File: src/rtl/branch_resolve_unit.sv
// ============================================================================
// Module   : branch_resolve_unit
// Brief    : One-entry registered branch resolve stage with saturating
//            mispredict counter.
// Revision : 1.0
// ============================================================================
`default_nettype none

module branch_resolve_unit #(
    parameter int XLEN  = 32,
    parameter int CNT_W = 16
) (
    input  logic              clk,
    input  logic              rst_n,
    input  logic              in_valid,
    output logic              in_ready,
    input  logic [XLEN-1:0]   in_0,
    input  logic [XLEN-1:0]   in_1,
    input  logic [2:0]        mode,
    input  logic [XLEN-1:0]   pc,
    input  logic [XLEN-1:0]   imm,
    input  logic              pred_taken,
    input  logic              flush,
    input  logic              cnt_clr,
    output logic              out_valid,
    input  logic              out_ready,
    output logic              out_taken,
    output logic              out_mispredict,
    output logic              out_illegal,
    output logic [XLEN-1:0]   out_target,
    output logic [CNT_W-1:0]  mispredict_count
);

    typedef enum logic [0:0] {
        S_EMPTY = 1'b0,
        S_FULL  = 1'b1
    } state_t;

    localparam logic [CNT_W-1:0] c_cnt_max = '1;
    localparam logic [XLEN-1:0]  c_four    = XLEN'(4);

    state_t            r_state;
    state_t            w_state_nxt;
    logic              w_accept;
    logic              w_eq;
    logic              w_lt;
    logic              w_ltu;
    logic              w_taken;
    logic              w_illegal;
    logic [XLEN-1:0]   w_target;
    logic              w_cnt_inc;

    assign out_valid = (r_state == S_FULL);
    assign w_accept  = in_valid && in_ready;

    always_comb begin
        in_ready    = (!out_valid || out_ready) && !flush;
        w_state_nxt = r_state;
        if (flush) begin
            w_state_nxt = S_EMPTY;
        end else if (w_accept) begin
            w_state_nxt = S_FULL;
        end else if (out_ready) begin
            w_state_nxt = S_EMPTY;
        end
    end

    always_ff @(posedge clk or negedge rst_n) begin
        if (!rst_n) begin
            r_state <= S_EMPTY;
        end else begin
            r_state <= w_state_nxt;
        end
    end

    assign w_eq  = (in_0 == in_1);
    assign w_lt  = ($signed(in_0) < $signed(in_1));
    assign w_ltu = (in_0 < in_1);

    always_comb begin
        w_taken   = 1'b0;
        w_illegal = 1'b0;
        case (mode)
            3'b000:  w_taken = w_eq;
            3'b001:  w_taken = !w_eq;
            3'b100:  w_taken = w_lt;
            3'b101:  w_taken = !w_lt;
            3'b110:  w_taken = w_ltu;
            3'b111:  w_taken = !w_ltu;
            default: w_illegal = 1'b1;
        endcase
    end

    // Sum wraps naturally at XLEN bits.
    assign w_target = w_taken ? (pc + imm) : (pc + c_four);

    always_ff @(posedge clk or negedge rst_n) begin
        if (!rst_n) begin
            out_taken      <= 1'b0;
            out_mispredict <= 1'b0;
            out_illegal    <= 1'b0;
            out_target     <= '0;
        end else if (w_accept) begin
            out_taken      <= w_taken;
            out_mispredict <= !w_illegal && (w_taken ^ pred_taken);
            out_illegal    <= w_illegal;
            out_target     <= w_target;
        end
    end

    assign w_cnt_inc = out_valid && out_ready && out_mispredict && !flush;

    // Clear wins over a same-cycle increment.
    always_ff @(posedge clk or negedge rst_n) begin
        if (!rst_n) begin
            mispredict_count <= '0;
        end else if (cnt_clr) begin
            mispredict_count <= '0;
        end else if (w_cnt_inc && (mispredict_count != c_cnt_max)) begin
            mispredict_count <= mispredict_count + CNT_W'(1);
        end
    end

endmodule

`default_nettype wire

File: config.mk
export PLATFORM = sky130hd
export DESIGN_NAME = branch_resolve_unit
export DESIGN_NICKNAME = d
export VERILOG_FILES = /design/src/rtl/branch_resolve_unit.sv
export SDC_FILE = /design/constraint.sdc
export NUM_CORES = 1
export LEC_CHECK = 0
export ABC_AREA = 1
export BUFFER_PORTS_ARGS = -buffer_cell sky130_fd_sc_hd__buf_2
export CAP_MARGIN = 0
export CORE_MARGIN = 3
export CORE_UTILIZATION = 25
export CTS_CLUSTER_DIAMETER = 80
export CTS_CLUSTER_SIZE = 40
export DETAILED_ROUTE_END_ITERATION = 6
export PLACE_DENSITY = 0.54
export SKIP_CTS_REPAIR_TIMING = 1
export SLEW_MARGIN = 40
export SYNTH_ARGS = -nofsm -noshare
export SYNTH_HDL_FRONTEND = slang
export SYNTH_SLANG_ARGS = --single-unit
File: constraint.sdc
create_clock -name clk -period 4.7 [get_ports clk]
set_input_delay 0.94 -clock clk [delete_from_list [all_inputs] [get_ports clk]]
set_output_delay 0.94 -clock clk [all_outputs]
set_load 0.01 [all_outputs]
Word-level counts from Yosys, hierarchy flattened

Cells that the tools add are included.

Add/sub/neg operators: 3
Order comparisons: 2
Equal/unequal tests: 7
Muxes and demuxes: 8
Bitwise logic cells: 1
Reductions and logical operators: 17

Operator list:

| operator                                                               | count |
|---|---|
| 32-bit < comparator                                                    | 2 |
| 32-bit by 3-bit adder with 32-bit output (second input constant)       | 1 |
| 32-bit adder                                                           | 1 |
| 32-bit equality test                                                   | 1 |
| 16-bit two-way mux                                                     | 2 |
| 32-bit two-way mux                                                     | 1 |
| 16-bit by 1-bit adder with 16-bit output (second input constant)       | 1 |
| 16-bit != test (second input constant)                                 | 1 |
| 3-bit equality test (second input constant)                            | 4 |
| 1-bit logical AND                                                      | 7 |
| 1-bit one-hot mux with 6 select lines                                  | 1 |
| 6-bit OR reduction                                                     | 1 |
| 1-bit zero test                                                        | 5 |
| 1-bit two-way mux                                                      | 4 |
| 3-bit by 1-bit equality test with 1-bit output (second input constant) | 1 |
| 3-bit zero test                                                        | 1 |
| 3-bit nonzero test                                                     | 1 |
| 2-bit nonzero test                                                     | 1 |
| 1-bit logical OR                                                       | 1 |
| 1-bit XOR                                                              | 1 |

Register bits: 52
Output and inout bits: 53
Logic and storage cells: 44

Depth between registers and ports, before layout

Gate-level depths: netlist of the first run.

Depth in word-level cells: 6
Mapped depth: 22

Worst setup path before layout of the first run

OpenSTA, ideal clock, no wires.

Path kind: input to register
From: in pc[0]
To: reg out_target[20]
Library setup time: 0.118 ns
Arrival time: 2.568 ns
Required time: 4.582 ns
Slack: 2.014 ns
Cell stages on the path: 15
Buffers on the path: 0
Cells stage by stage: ha_1 inv_1 fa_1 o21ai_1 a21oi_1 o21ai_1 nand2_1 inv_1 nor2_1 nand2_1 nand2_1 inv_1 nand2_1 nand3_1 nand2_1

Word-level cells in the longest chain between the ends: 2
Elaborated cells between the ends (all ways): 3
Those cells by class: 2 x add/sub; 1 x mux

Ends and longest elaborated chain:

| element                                                                  | RTL line | text |
|---|---|---|
| from (decl)                                                              | 20       | `input logic [XLEN-1:0] pc,` |
| 32-bit by 3-bit adder with 32-bit output or 32-bit adder (tied branches) | 95       | `assign w_target = w_taken ? (pc + imm) : (pc + c_four);` |
| 32-bit two-way mux (*)                                                   | 95       |  |
| to (signal assigned)                                                     | 107      | `out_target <= w_target;` |
| to (decl)                                                                | 30       | `output logic [XLEN-1:0] out_target,` |

Mark *: on every way between the ends. The rest lies on a longest branch, timed or not.
A chain may end at the register's enable or synchronous reset.

Worst setup path in the final report of the first run

From: in in_0[31]
To: reg out_target[29]

Word-level cells in the longest chain between the ends: 4
Elaborated cells between the ends (all ways): 8
Those cells by class: 2 x order compare; 1 x eq/ne; 2 x mux; 3 x reduce/logical

Ends and longest elaborated chain:

| element                                           | RTL line   | text |
|---|---|---|
| from (decl)                                       | 17         | `input logic [XLEN-1:0] in_0,` |
| 32-bit < comparator, or another cell as far along | 78         | `assign w_ltu = (in_0 < in_1);` |
| 1-bit zero test (on tied branches)                | 89, 85, 87 |  |
| 1-bit one-hot mux with 6 select lines (*)         | 83         | `case (mode)` |
| 32-bit two-way mux (*)                            | 95         |  |

Marks and branches as above.

==> impl_results.md, run 1 <==
* CTS HTree Levels at 2
* Number of buffers inserted during clock tree synthesis at 5
* Hold path depth at 2
* Result of the run: finished, final reports clean
* TNS Setup at 0 ps
* Worst-case hold path end point: out_target[16]
* Library cell occupying the most area in the post-synthesis netlist: dfrtp_1
* Post-Syn Area at 6233 sq um
* Number of antenna repair diodes at 0
* Hold wc startpoint: out_target[16]
* Area growth, synth to finish at 22.96%
* Highest routed layer: met4
* Maximum achievable frequency at 320.9 MHz
* Critical Path AT at 3290 ps
* Async set-reset flop share out of synthesis at 100.0%
* Met1 Wirelength at 10.07 mm
* Initial core utilization at 25.56%
* Largest net degree at the start of global routing at 39
* Max IR drop VDD at 0.1569 mV
* Cells taking the most area after synthesis: dfrtp_1 (21%), nand2_1 (18%), ha_1 (13%)
* Clock insertion delay at the later pin of the skew report at 290 ps
* Slew of the pin with the lowest slew margin at 689.8 ps
* Placeable core region at 24390 sq um
* Root Buffer Master: clkbuf_16
* Required time at the worst-slack endpoint at 4870 ps
* Seq cells post-synth at 52
* Pre-CTS setup slack at 1251 ps
* Gate count of the mapped netlist at 973
* Via count of the first global-routing pass at 6495
* Post-route worst setup slack at 1583 ps
* Number of antenna violations at the first check in global routing at 0
* Path category of the worst min-delay check: flop to flop
* Final-report max-slew violation count at 0
* Starting DRT DRC Count at 323
* Final layout net count at 1359
* Number of max-cap violations at 0
* Chip Width at 163.9 um
* Normalized max-slew margin at 53.85%
* Sequential fraction of the synthesis area at 20.88%
* Final Hold Violating Endpoints at 0
* First-pass GRT wire length at 32.33 mm
* Count of flip-flops with a built-in enable after synthesis at 0
* Routed wire per std cell at 13.89 um
* Post-Synthesis Mean Instance Area at 6.406 sq um
* Worst Reg2Reg Path Length in Cells at 14
* Share of the clock period used by the worst path at 66.31%
* Antenna viol nets, final at 0
* Most repeated cell in the gate-level netlist after synthesis: nand2_1
* Buffer levels on the longest clock path at 2
* Weighted congestion at the end of routability-driven global placement at 0.9021
* Clock tree from TritonCTS: done
* RSZ-0062 raised after global routing: false
* Clock skew after layout at 5.807 ps
* HPWL after detailed placement at 17.97 mm
* Number of placement rows at 57
* Count of vias placed by the detailed router at 6680
* Critical path start-end classification: primary input to flop
* Area share of the leading cell type in the synthesized netlist at 20.88%
* RR Endpoint: mispredict_count[15]
* Detailed route wirelength on metal2 at 9.297 mm
* Number of fill cells in the layout at 2811
* Pwr Density at 233.7 nW/um^2
* Final-report setup violation count at 0
* Clock Sinks at 52
* Sort of element at the end of the critical path: flop
* Leftover overflow at the end of global routing at 0
* Startpoint type of the worst setup path: primary input
* Clock transition at the register clock pins on the worst setup and hold paths after CTS at 70 ps
* Number of port buffers at 190
* Start of the worst register-to-register path: mispredict_count[0]
* DRT Wirelength at 20.56 mm
* Warnings, synthesis at 0
* Crit. Startpoint: in_0[31]
* Remaining routing DRC violations at 0
* Leak at 4.237 nW
* Fraction of layout cells with a size suffix above 1 at 19.03%
* Via-to-Cell Ratio at 4.514
* Worst reg2reg setup slack at 2540 ps
* Largest fanout on the critical path at 34
* Height of the die at 163.9 um
* Number of iterations in the first detailed-routing pass at 5
* IO Pins at 191
* Number of nets in the synthesized netlist at 1177
* Final Critical Period at 3117 ps
* Top cells by instance count after synthesis: nand2_1 (299), inv_1 (134), nor2_1 (80)
* Area enclosed by the die boundary at 26860 sq um
* Number of distinct standard cells referenced by the synthesized netlist at 40
* Amount of wire on met3 after detailed routing at 987 um
* Most used flip-flop cell after synthesis: dfrtp_1
* Total track usage at 15.07%
[worst max-delay path by stage]
stage	to	slack, ps	depth (start not counted)
floorplan	out_target[20]	2010	15
global placement	out_target[20]	1270	16
detailed placement	out_target[14]	1250	15
CTS	out_target[14]	1560	15
global route	out_target[9]	1230	19
finish	out_target[29]	1580	16
[power by group]
part           switching [W]  total (W)  internal, W
registers          0.0000411   0.000561     0.000520
logic               0.000500   0.000797     0.000297
clock network       0.000166   0.000433     0.000267
total               0.000707    0.00179      0.00108
[critical path: stages]
cell and delay (ps):
buf_2 100, ha_1 350, nand2_1 120, nor2_2 60, nand2_2 80, inv_1 70, a21oi_1 230, nand2_1 90
nand2_1 60, nand3_1 70, nand2_2 520, nand2_8 280, nand2_1 130, nand2_1 60, nand2_1 60, nand2_1 50
[routing by layer]
layer  track usage [%]  vias up
li1                  -     3525
met1             21.17     2983
met2             25.32      158
met3             1.488       14
met4             2.691        0
met5                 0        -
[sequential cells by signal (all words and copies together), names as in the netlist]
| register | count |
|---|---|
| out_target | 32 |
| mispredict_count | 16 |
| out_mispredict | 1 |
| out_taken | 1 |
| out_illegal | 1 |
| out_valid | 1 |
[cells in the final DEF (no fill, tap or decap), drive strengths merged]
cell type / netlist / layout
a21boi: 2 / 2
a21o: 6 / 6
a21oi: 66 / 66
a31oi: 2 / 2
buf: 12 / 192
bufinv: 0 / 1
clkbuf: 5 / 6
clkinv: 0 / 1
dfrtp: 52 / 52
fa: 1 / 1
ha: 65 / 65
inv: 134 / 134
nand2: 305 / 305
nand3: 75 / 75
nand3b: 18 / 18
nand4: 16 / 16
nor2: 85 / 85
nor3: 26 / 26
nor4: 7 / 7
o21a: 2 / 2
o21ai: 30 / 30
o21bai: 8 / 8
o221a: 2 / 2
o221ai: 1 / 1
xnor2: 16 / 16
xor2: 37 / 37
[per-stage QoR]
stage	hold slack [ps]	std cells	util (%)	total power (W)	area, sq um
finish	475.1	1480	31.43	0.001791	7665
CTS	481.0	1480	31.43	0.001818	7665
global route	494.5	1480	31.43	0.001943	7665
floorplan	515.5	973	-	0.001073	6233
detailed placement	461.1	1472	30.70	0.001374	7487
global placement	459.8	1472	30.70	0.001372	7487
[area by class of cell]
class                   instances  area, sq um  share of cell area, %
multi-input cells             770         4312                  56.25
flip-flops and latches         52         1301                  16.98
repair buffers                192        965.9                  12.60
inverters                     134        503.0                  6.562
well taps                     324        405.4                  5.289
clock buffers                   6        138.9                  1.812
clock inverters                 2        38.79                 0.5060
[cells by family (layout without fill, tap and decap cells)]
group / count (synthesis) / after routing / synth area share, %
AND/OR/NAND/NOR: 532 / 532 / 37.66
flip-flops: 52 / 52 / 20.88
AO/OA/AOI/OAI: 119 / 119 / 10.70
XOR/XNOR: 53 / 53 / 7.447
buffers and inverters: 151 / 334 / 9.956
adder cells (fa/ha/maj): 66 / 66 / 13.37
(Power assumes the default switching activity.)
==> run 2: changes to the inputs <==
==> constraint.sdc (replaced) <==
create_clock -name clk -period 3 [get_ports clk]
set_input_delay 0.6 -clock clk [delete_from_list [all_inputs] [get_ports clk]]
set_output_delay 0.6 -clock clk [all_outputs]
set_load 0.01 [all_outputs]
==> impl_results.md, run 2 (synthesized netlist as in run 1, its figures left out) <==
* Result of the run: finished, final reports clean (unchanged)
* RSZ-0062 raised after global routing: false (unchanged)
* Height of the die at 163.9 um (unchanged)
* RR Endpoint: mispredict_count[15] (unchanged)
* Via count of the first global-routing pass at 6697 (was 6495)
* Leading registers by flop count: out_target x32, mispredict_count x16 (unchanged)
* Weighted congestion at the end of routability-driven global placement at 0.9139 (was 0.9021)
* Via-to-Cell Ratio at 4.569 (was 4.514)
* Pwr Density at 363.3 nW/um^2 (was 233.7 nW/um^2)
* Final Critical Period at 2615 ps
* Crit-path slowest cell: fa_1 (was nand2_2)
* Leading cell type in the layout, fill and taps excluded: nand2_1 (unchanged)
* Post-route worst setup slack at 384.8 ps (was 1583 ps)
* Antenna viol nets, final at 0 (unchanged)
* Pint at 0.001696 W (was 0.001084 W)
* Area growth, synth to finish at 24.47% (was 22.96%)
* Leak at 4.298 nW (was 4.237 nW)
* IO Pins at 191 (unchanged)
* Count of vias placed by the detailed router at 6813 (was 6680)
* Final layout net count at 1370 (was 1359)
* Maximum achievable frequency at 382.4 MHz
* Power share of the combinational group at 45.4% (was 44.5%)
* TNS Setup at 0 ps (unchanged)
* Most used cell along the critical path: nand2_1 (unchanged)
* Final Hold Violating Endpoints at 0 (unchanged)
* Clock insertion delay at the later pin of the skew report at 290 ps (about the same)
* Chip Width at 163.9 um (unchanged)
* Total track usage at 15.30% (was 15.07%)
* Normalized max-slew margin at 64.78% (was 53.85%)
* Number of fill cells in the layout at 2807 (was 2811)
* Share of the clock period used by the worst path at 87.17%
* Share of total power consumed by net switching at 39.83% (was 39.49%)
* Final-report max-slew violation count at 0 (unchanged)
* Pre-CTS setup slack at 108.5 ps (was 1251 ps)
* Crit. Startpoint: pc[0] (was in_0[31])
* Worst Reg2Reg Path Length in Cells at 14 (unchanged)
* Number of placement rows at 57 (unchanged)
* Routed wire per std cell at 14.08 um (was 13.89 um)
* Clock tree from TritonCTS: done (unchanged)
* Biggest register: out_target (unchanged)
* Finished layout cell area at 7759 sq um (was 7665 sq um)
* Critical Path AT at 2800 ps (was 3290 ps)
* Clock skew after layout at 7.208 ps (was 5.807 ps)
* Largest stage delay on the critical path at 400 ps (was 520 ps)
* Remaining routing DRC violations at 0 (unchanged)
* Worst reg2reg setup slack at 850 ps (was 2540 ps)
* Number of antenna violations at the first check in global routing at 0 (unchanged)
* DRT Wirelength at 20.99 mm (was 20.56 mm)
* Initial core utilization at 25.56% (unchanged)
* Highest-count cells in the layout ignoring fill and taps: nand2_1 (299), buf_2 (190), inv_1 (134) (was nand2_1 (299), buf_2 (190), inv_1 (133))
* Clock Sinks at 52 (unchanged)
* Sort of element at the end of the critical path: flop (unchanged)
* Final-report setup violation count at 0 (unchanged)
* Overall power of the completed layout at 0.002819 W (was 0.001791 W)
* Net switching power figure at 0.001123 W (was 0.0007074 W)
* Power share of the clock group at 23.3% (was 24.2%)
* Largest fanout on the critical path at 3 (was 34)
* Number of buffers inserted during clock tree synthesis at 5 (unchanged)
* Startpoint type of the worst setup path: primary input (unchanged)
* Start of the worst register-to-register path: mispredict_count[1] (was mispredict_count[0])
* Placeable core region at 24390 sq um (unchanged)
* Seq pwr share at 31.3% (about the same)
* Number of iterations in the first detailed-routing pass at 5 (unchanged)
* Number of max-cap violations at 0 (unchanged)
* Number of flip-flops in the largest register at 32 (unchanged)
* Post-Route Hold Slack at 287.4 ps (was 475.1 ps)
* HPWL after detailed placement at 18.11 mm (was 17.97 mm)
* Root Buffer Master: clkbuf_16 (unchanged)
* Chain of cells forming the critical path: buf_2, ha_1, inv_1, fa_1, o21ai_1, a21oi_1, o21ai_1, nand2_1, inv_1, nor2_1, nand2_1, nand2_1, inv_1, nand2_1, nand3_1, nand2_1 (was buf_2, ha_1, nand2_1, nor2_2, nand2_2, inv_1, a21oi_1, nand2_1, nand2_1, nand3_1, nand2_2, nand2_8, nand2_1, nand2_1, nand2_1, nand2_1)
* Area after DPL at 7595 sq um (was 7487 sq um)
* Fraction of layout cells with a size suffix above 1 at 19.62% (was 19.03%)
* Number of antenna repair diodes at 0 (unchanged)
* Number of port buffers at 190 (unchanged)
* Critical path start-end classification: primary input to flop (unchanged)
* Largest net degree at the start of global routing at 35 (was 39)
* Slew of the pin with the lowest slew margin at 528.3 ps (was 689.8 ps)
* Leftover overflow at the end of global routing at 0 (unchanged)
* Clock transition at the register clock pins on the worst setup and hold paths after CTS at 70 ps (about the same)
* Max IR drop VDD at 0.1993 mV (was 0.1569 mV)
* Area enclosed by the die boundary at 26860 sq um (unchanged)
* Path category of the worst min-delay check: primary input to asynchronous set/reset pin (was flop to flop)
* Setup crit end: out_target[20] (was out_target[29])
* Buffer levels on the longest clock path at 2 (unchanged)
* Required time at the worst-slack endpoint at 3190 ps (was 4870 ps)
* Starting DRT DRC Count at 374 (was 323)
* First-pass GRT wire length at 33.13 mm (was 32.33 mm)
* CTS HTree Levels at 2 (unchanged)
run 2: cell types whose count changed in the layout (fill, tap and decap cells not counted):
| cell | delta |
|---|---|
| inv_2 | -1 |
| inv_1 | +1 |
| clkbuf_1 | +1 |
| clkinv_2 | +1 |
| clkbuf_8 | -1 |
| clkinv_4 | -1 |
| buf_12 | +2 |
| buf_4 | +9 |
run 2: worst max-delay path, delay by kind of cell:
kind	cells	cell delay, ps
AOI/OAI and AO/OA	3	810
adders and majority gates	2	600
buffers and inverters	4	330
and+or+nand+nor	7	440
run 2: worst min path at each step:
stage | startpoint | endpoint | slack [ps]
after detailed placement | out_target[13] | out_target[13] | 460
after global placement | out_target[4] | out_target[4] | 460
final | rst_n | out_target[9] | 290
after global routing | rst_n | out_target[9] | 320
after floorplan | rst_n | mispredict_count[0] | 300
after CTS | rst_n | out_target[9] | 310
run 2: area by class of cell:
cell class,instances,area [sq um],share of cell area [%]
tap,324,405.4,5.225
clock buffer,6,128.9,1.661
sequential,52,1301,16.77
clock inverter,2,35.03,0.4515
timing repair buffer,203,1074,13.84
multi-input combinational,770,4312,55.57
inverter,134,503.0,6.483
run 2: power groups by stage:
stage	sequential, W	combinational [W]	clock (W)
floorplan	0.000943	0.000738	0
global placement	0.000898	0.00129	0
detailed placement	0.000901	0.00129	0
CTS	0.000888	0.00129	0.000680
global route	0.000898	0.00145	0.000707
finish	0.000882	0.00128	0.000657
run 2: per-layer routing:
layer	vias up	track usage (%)	wire, um
met3	17	2.245	1332
met1	3057	20.37	9647
met5	-	0	0
li1	3552	-	-
met4	0	3.076	272
met2	187	26.36	9734
run 2: stage by stage:
stage | util, % | cells
detailed placement | 31.14 | 1483
global route | 31.81 | 1491
finish | 31.81 | 1491
global placement | 31.14 | 1483
CTS | 31.81 | 1491
floorplan | - | 973
==> run 3: changes to the inputs <==
--- a/config.mk
+++ b/config.mk
@@ -8,12 +8,14 @@
 export ABC_AREA = 1
 export BUFFER_PORTS_ARGS = -buffer_cell sky130_fd_sc_hd__buf_2
 export CAP_MARGIN = 0
+export CELL_PAD_IN_SITES_DETAIL_PLACEMENT = 2
+export CELL_PAD_IN_SITES_GLOBAL_PLACEMENT = 2
 export CORE_MARGIN = 3
 export CORE_UTILIZATION = 25
 export CTS_CLUSTER_DIAMETER = 80
 export CTS_CLUSTER_SIZE = 40
 export DETAILED_ROUTE_END_ITERATION = 6
-export PLACE_DENSITY = 0.54
+export PLACE_DENSITY = 0.85
 export SKIP_CTS_REPAIR_TIMING = 1
 export SLEW_MARGIN = 40
 export SYNTH_ARGS = -nofsm -noshare
==> impl_results.md, run 3 (synthesized netlist as in run 1, its figures left out) <==
* Number of port buffers at 190 (unchanged)
* Area enclosed by the die boundary at 26860 sq um (unchanged)
* Biggest register: out_target (unchanged)
* Final Hold Violating Endpoints at 0 (unchanged)
* Clock tree from TritonCTS: done (unchanged)
* Power share of the clock group at 23.8% (was 23.3%)
* Result of the run: finished, final reports clean (unchanged)
* Seq pwr share at 30.6% (was 31.3%)
* RSZ-0062 raised after global routing: false (unchanged)
* Largest fanout on the critical path at 3 (unchanged)
* Clock Sinks at 52 (unchanged)
* TNS Setup at 0 ps (unchanged)
* Startpoint type of the worst setup path: primary input (unchanged)
* Power share of the combinational group at 45.6% (was 45.4%)
* Number of flip-flops in the largest register at 32 (unchanged)
* Net switching power figure at 0.001167 W (was 0.001123 W)
* Maximum achievable frequency at 392.1 MHz (was 382.4 MHz)
* Routed wire per std cell at 16.81 um (was 14.08 um)
* Leading cell type in the layout, fill and taps excluded: nand2_1 (unchanged)
* Largest stage delay on the critical path at 410 ps (was 400 ps)
* Weighted congestion at the end of routability-driven global placement at 0.9038 (was 0.9139)
* Worst reg2reg setup slack at 640 ps (was 850 ps)
* Highest-count cells in the layout ignoring fill and taps: nand2_1 (299), buf_2 (190), inv_1 (134) (unchanged)
* Final Critical Period at 2551 ps (was 2615 ps)
* DRT Wirelength at 25.03 mm (was 20.99 mm)
* Height of the die at 163.9 um (unchanged)
* Clock insertion delay at the later pin of the skew report at 300 ps (was 290 ps)
* Overall power of the completed layout at 0.002884 W (was 0.002819 W)
* Area growth, synth to finish at 24.25% (was 24.47%)
* Number of antenna violations at the first check in global routing at 0 (unchanged)
* Path category of the worst min-delay check: primary input to asynchronous set/reset pin (unchanged)
* Leading registers by flop count: out_target x32, mispredict_count x16 (unchanged)
* Final-report setup violation count at 0 (unchanged)
* Number of buffers inserted during clock tree synthesis at 5 (unchanged)
* Leftover overflow at the end of global routing at 0 (unchanged)
* Buffer levels on the longest clock path at 2 (unchanged)
* Top cell family by delay on the critical path: compound AO/OA/AOI/OAI gates (unchanged)
* Remaining routing DRC violations at 0 (unchanged)
* Post-route worst setup slack at 449.5 ps (was 384.8 ps)
* Max IR drop VDD at 0.2255 mV (was 0.1993 mV)
* Placeable core region at 24390 sq um (unchanged)
* Starting DRT DRC Count at 306 (was 374)
* Clock transition at the register clock pins on the worst setup and hold paths after CTS at 80 ps (was 70 ps)
* Clock skew after layout at 13.19 ps (was 7.208 ps)
* Root Buffer Master: clkbuf_16 (unchanged)
* First-pass GRT wire length at 40.52 mm (was 33.13 mm)
* Chain of cells forming the critical path: buf_2, ha_1, inv_1, fa_1, o21ai_1, a21oi_1, o21ai_1, nand3_1, nand2_1, nand2_1, nand2_1, nand2_1, nand2_1, nand2_1, nand2_1 (was buf_2, ha_1, inv_1, fa_1, o21ai_1, a21oi_1, o21ai_1, nand2_1, inv_1, nor2_1, nand2_1, nand2_1, inv_1, nand2_1, nand3_1, nand2_1)
* Number of max-cap violations at 0 (unchanged)
* Share of total power consumed by net switching at 40.48% (was 39.83%)
* HPWL after detailed placement at 22.09 mm (was 18.11 mm)
* Sort of element at the end of the critical path: flop (unchanged)
* Post-Route Hold Slack at 303.8 ps (was 287.4 ps)
* Leak at 4.289 nW (was 4.298 nW)
* Share of the clock period used by the worst path at 85.02% (was 87.17%)
* Via count of the first global-routing pass at 7844 (was 6697)
* Slew of the pin with the lowest slew margin at 622.0 ps (was 528.3 ps)
* Critical Path AT at 2790 ps (was 2800 ps)
* Final-report max-slew violation count at 0 (unchanged)
* Largest net degree at the start of global routing at 35 (unchanged)
* Initial core utilization at 25.56% (unchanged)
* Antenna viol nets, final at 0 (unchanged)
* Count of vias placed by the detailed router at 7077 (was 6813)
* Number of antenna repair diodes at 0 (unchanged)
* IO Pins at 191 (unchanged)
* Pre-CTS setup slack at 129.5 ps (was 108.5 ps)
* Area after DPL at 7567 sq um (was 7595 sq um)
* Normalized max-slew margin at 58.21% (was 64.78%)
* Number of iterations in the first detailed-routing pass at 4 (was 5)
* Number of fill cells in the layout at 3081 (was 2807)
* Finished layout cell area at 7745 sq um (was 7759 sq um)
* Fraction of layout cells with a size suffix above 1 at 19.57% (was 19.62%)
* Crit path buffers/inverters at 2 (was 4)
* Pint at 0.001717 W (was 0.001696 W)
* Via-to-Cell Ratio at 4.753 (was 4.569)
* CTS HTree Levels at 2 (unchanged)
* Total track usage at 18.62% (was 15.30%)
* Final layout net count at 1368 (was 1370)
* Chip Width at 163.9 um (unchanged)
* Critical path start-end classification: primary input to flop (unchanged)
* Number of placement rows at 57 (unchanged)
* Most used cell along the critical path: nand2_1 (unchanged)
* Crit-path slowest cell: fa_1 (unchanged)
* Required time at the worst-slack endpoint at 3240 ps (was 3190 ps)
* Pwr Density at 372.4 nW/um^2 (was 363.3 nW/um^2)
## run 3: stage by stage
stage | utilization (%) | std cells
2_1_floorplan | - | 973
3_3_place_gp | 31.02 | 1481
3_5_place_dp | 31.02 | 1481
4_1_cts | 31.75 | 1489
5_1_grt | 31.75 | 1489
6_report | 31.75 | 1489
## run 3: power groups by stage
stage	clock network [W]	registers, W	logic (W)
global placement	0	0.000896	0.00128
CTS	0.000707	0.000886	0.00134
finish	0.000687	0.000881	0.00132
global route	0.000743	0.000898	0.00150
floorplan	0	0.000943	0.000738
detailed placement	0	0.000899	0.00133
## run 3: worst register-to-register path: stages (launching register included)
cell and delay, ps:
dfrtp_1 410, ha_1 240, nand2_1 130, inv_1 60
nand2_1 110, nor2_1 70, nand3_1 70, nand2_1 130
nor3_1 250, nand2_1 120, nor2_1 230, nand2_1 110
o21ai_0 160, nand2_1 70, a21oi_1 120
## run 3: final timing paths
check,from,end,cells past startpoint
worst max-delay path,pc[0],out_target[28],15
worst min-delay path,rst_n,out_target[19],1
worst max register to register,mispredict_count[0],mispredict_count[15],14
worst min register to register,out_target[22],out_target[22],2
max in group asynchronous,rst_n,out_illegal,2
min in group clk,out_target[22],out_target[22],2
## run 3: cell type report
cell class                      instances  area [sq um]  area share, %
Clock buffer                            6         138.9          1.793
Clock inverter                          2         38.79         0.5008
Inverter                              134         503.0          6.494
Multi-Input combinational cell        770          4312          55.67
Sequential cell                        52          1301          16.80
Tap cell                              324         405.4          5.234
Timing Repair Buffer                  201          1046          13.51
## run 3: routing by layer
layer / GRT usage (%) / vias up / share of wire, %
met5: 0 / - / 0
met4: 2.537 / 0 / 1.1
met3: 1.639 / 21 / 3.9
met2: 34.30 / 147 / 50
met1: 24.16 / 3377 / 45
li1: - / 3532 / -
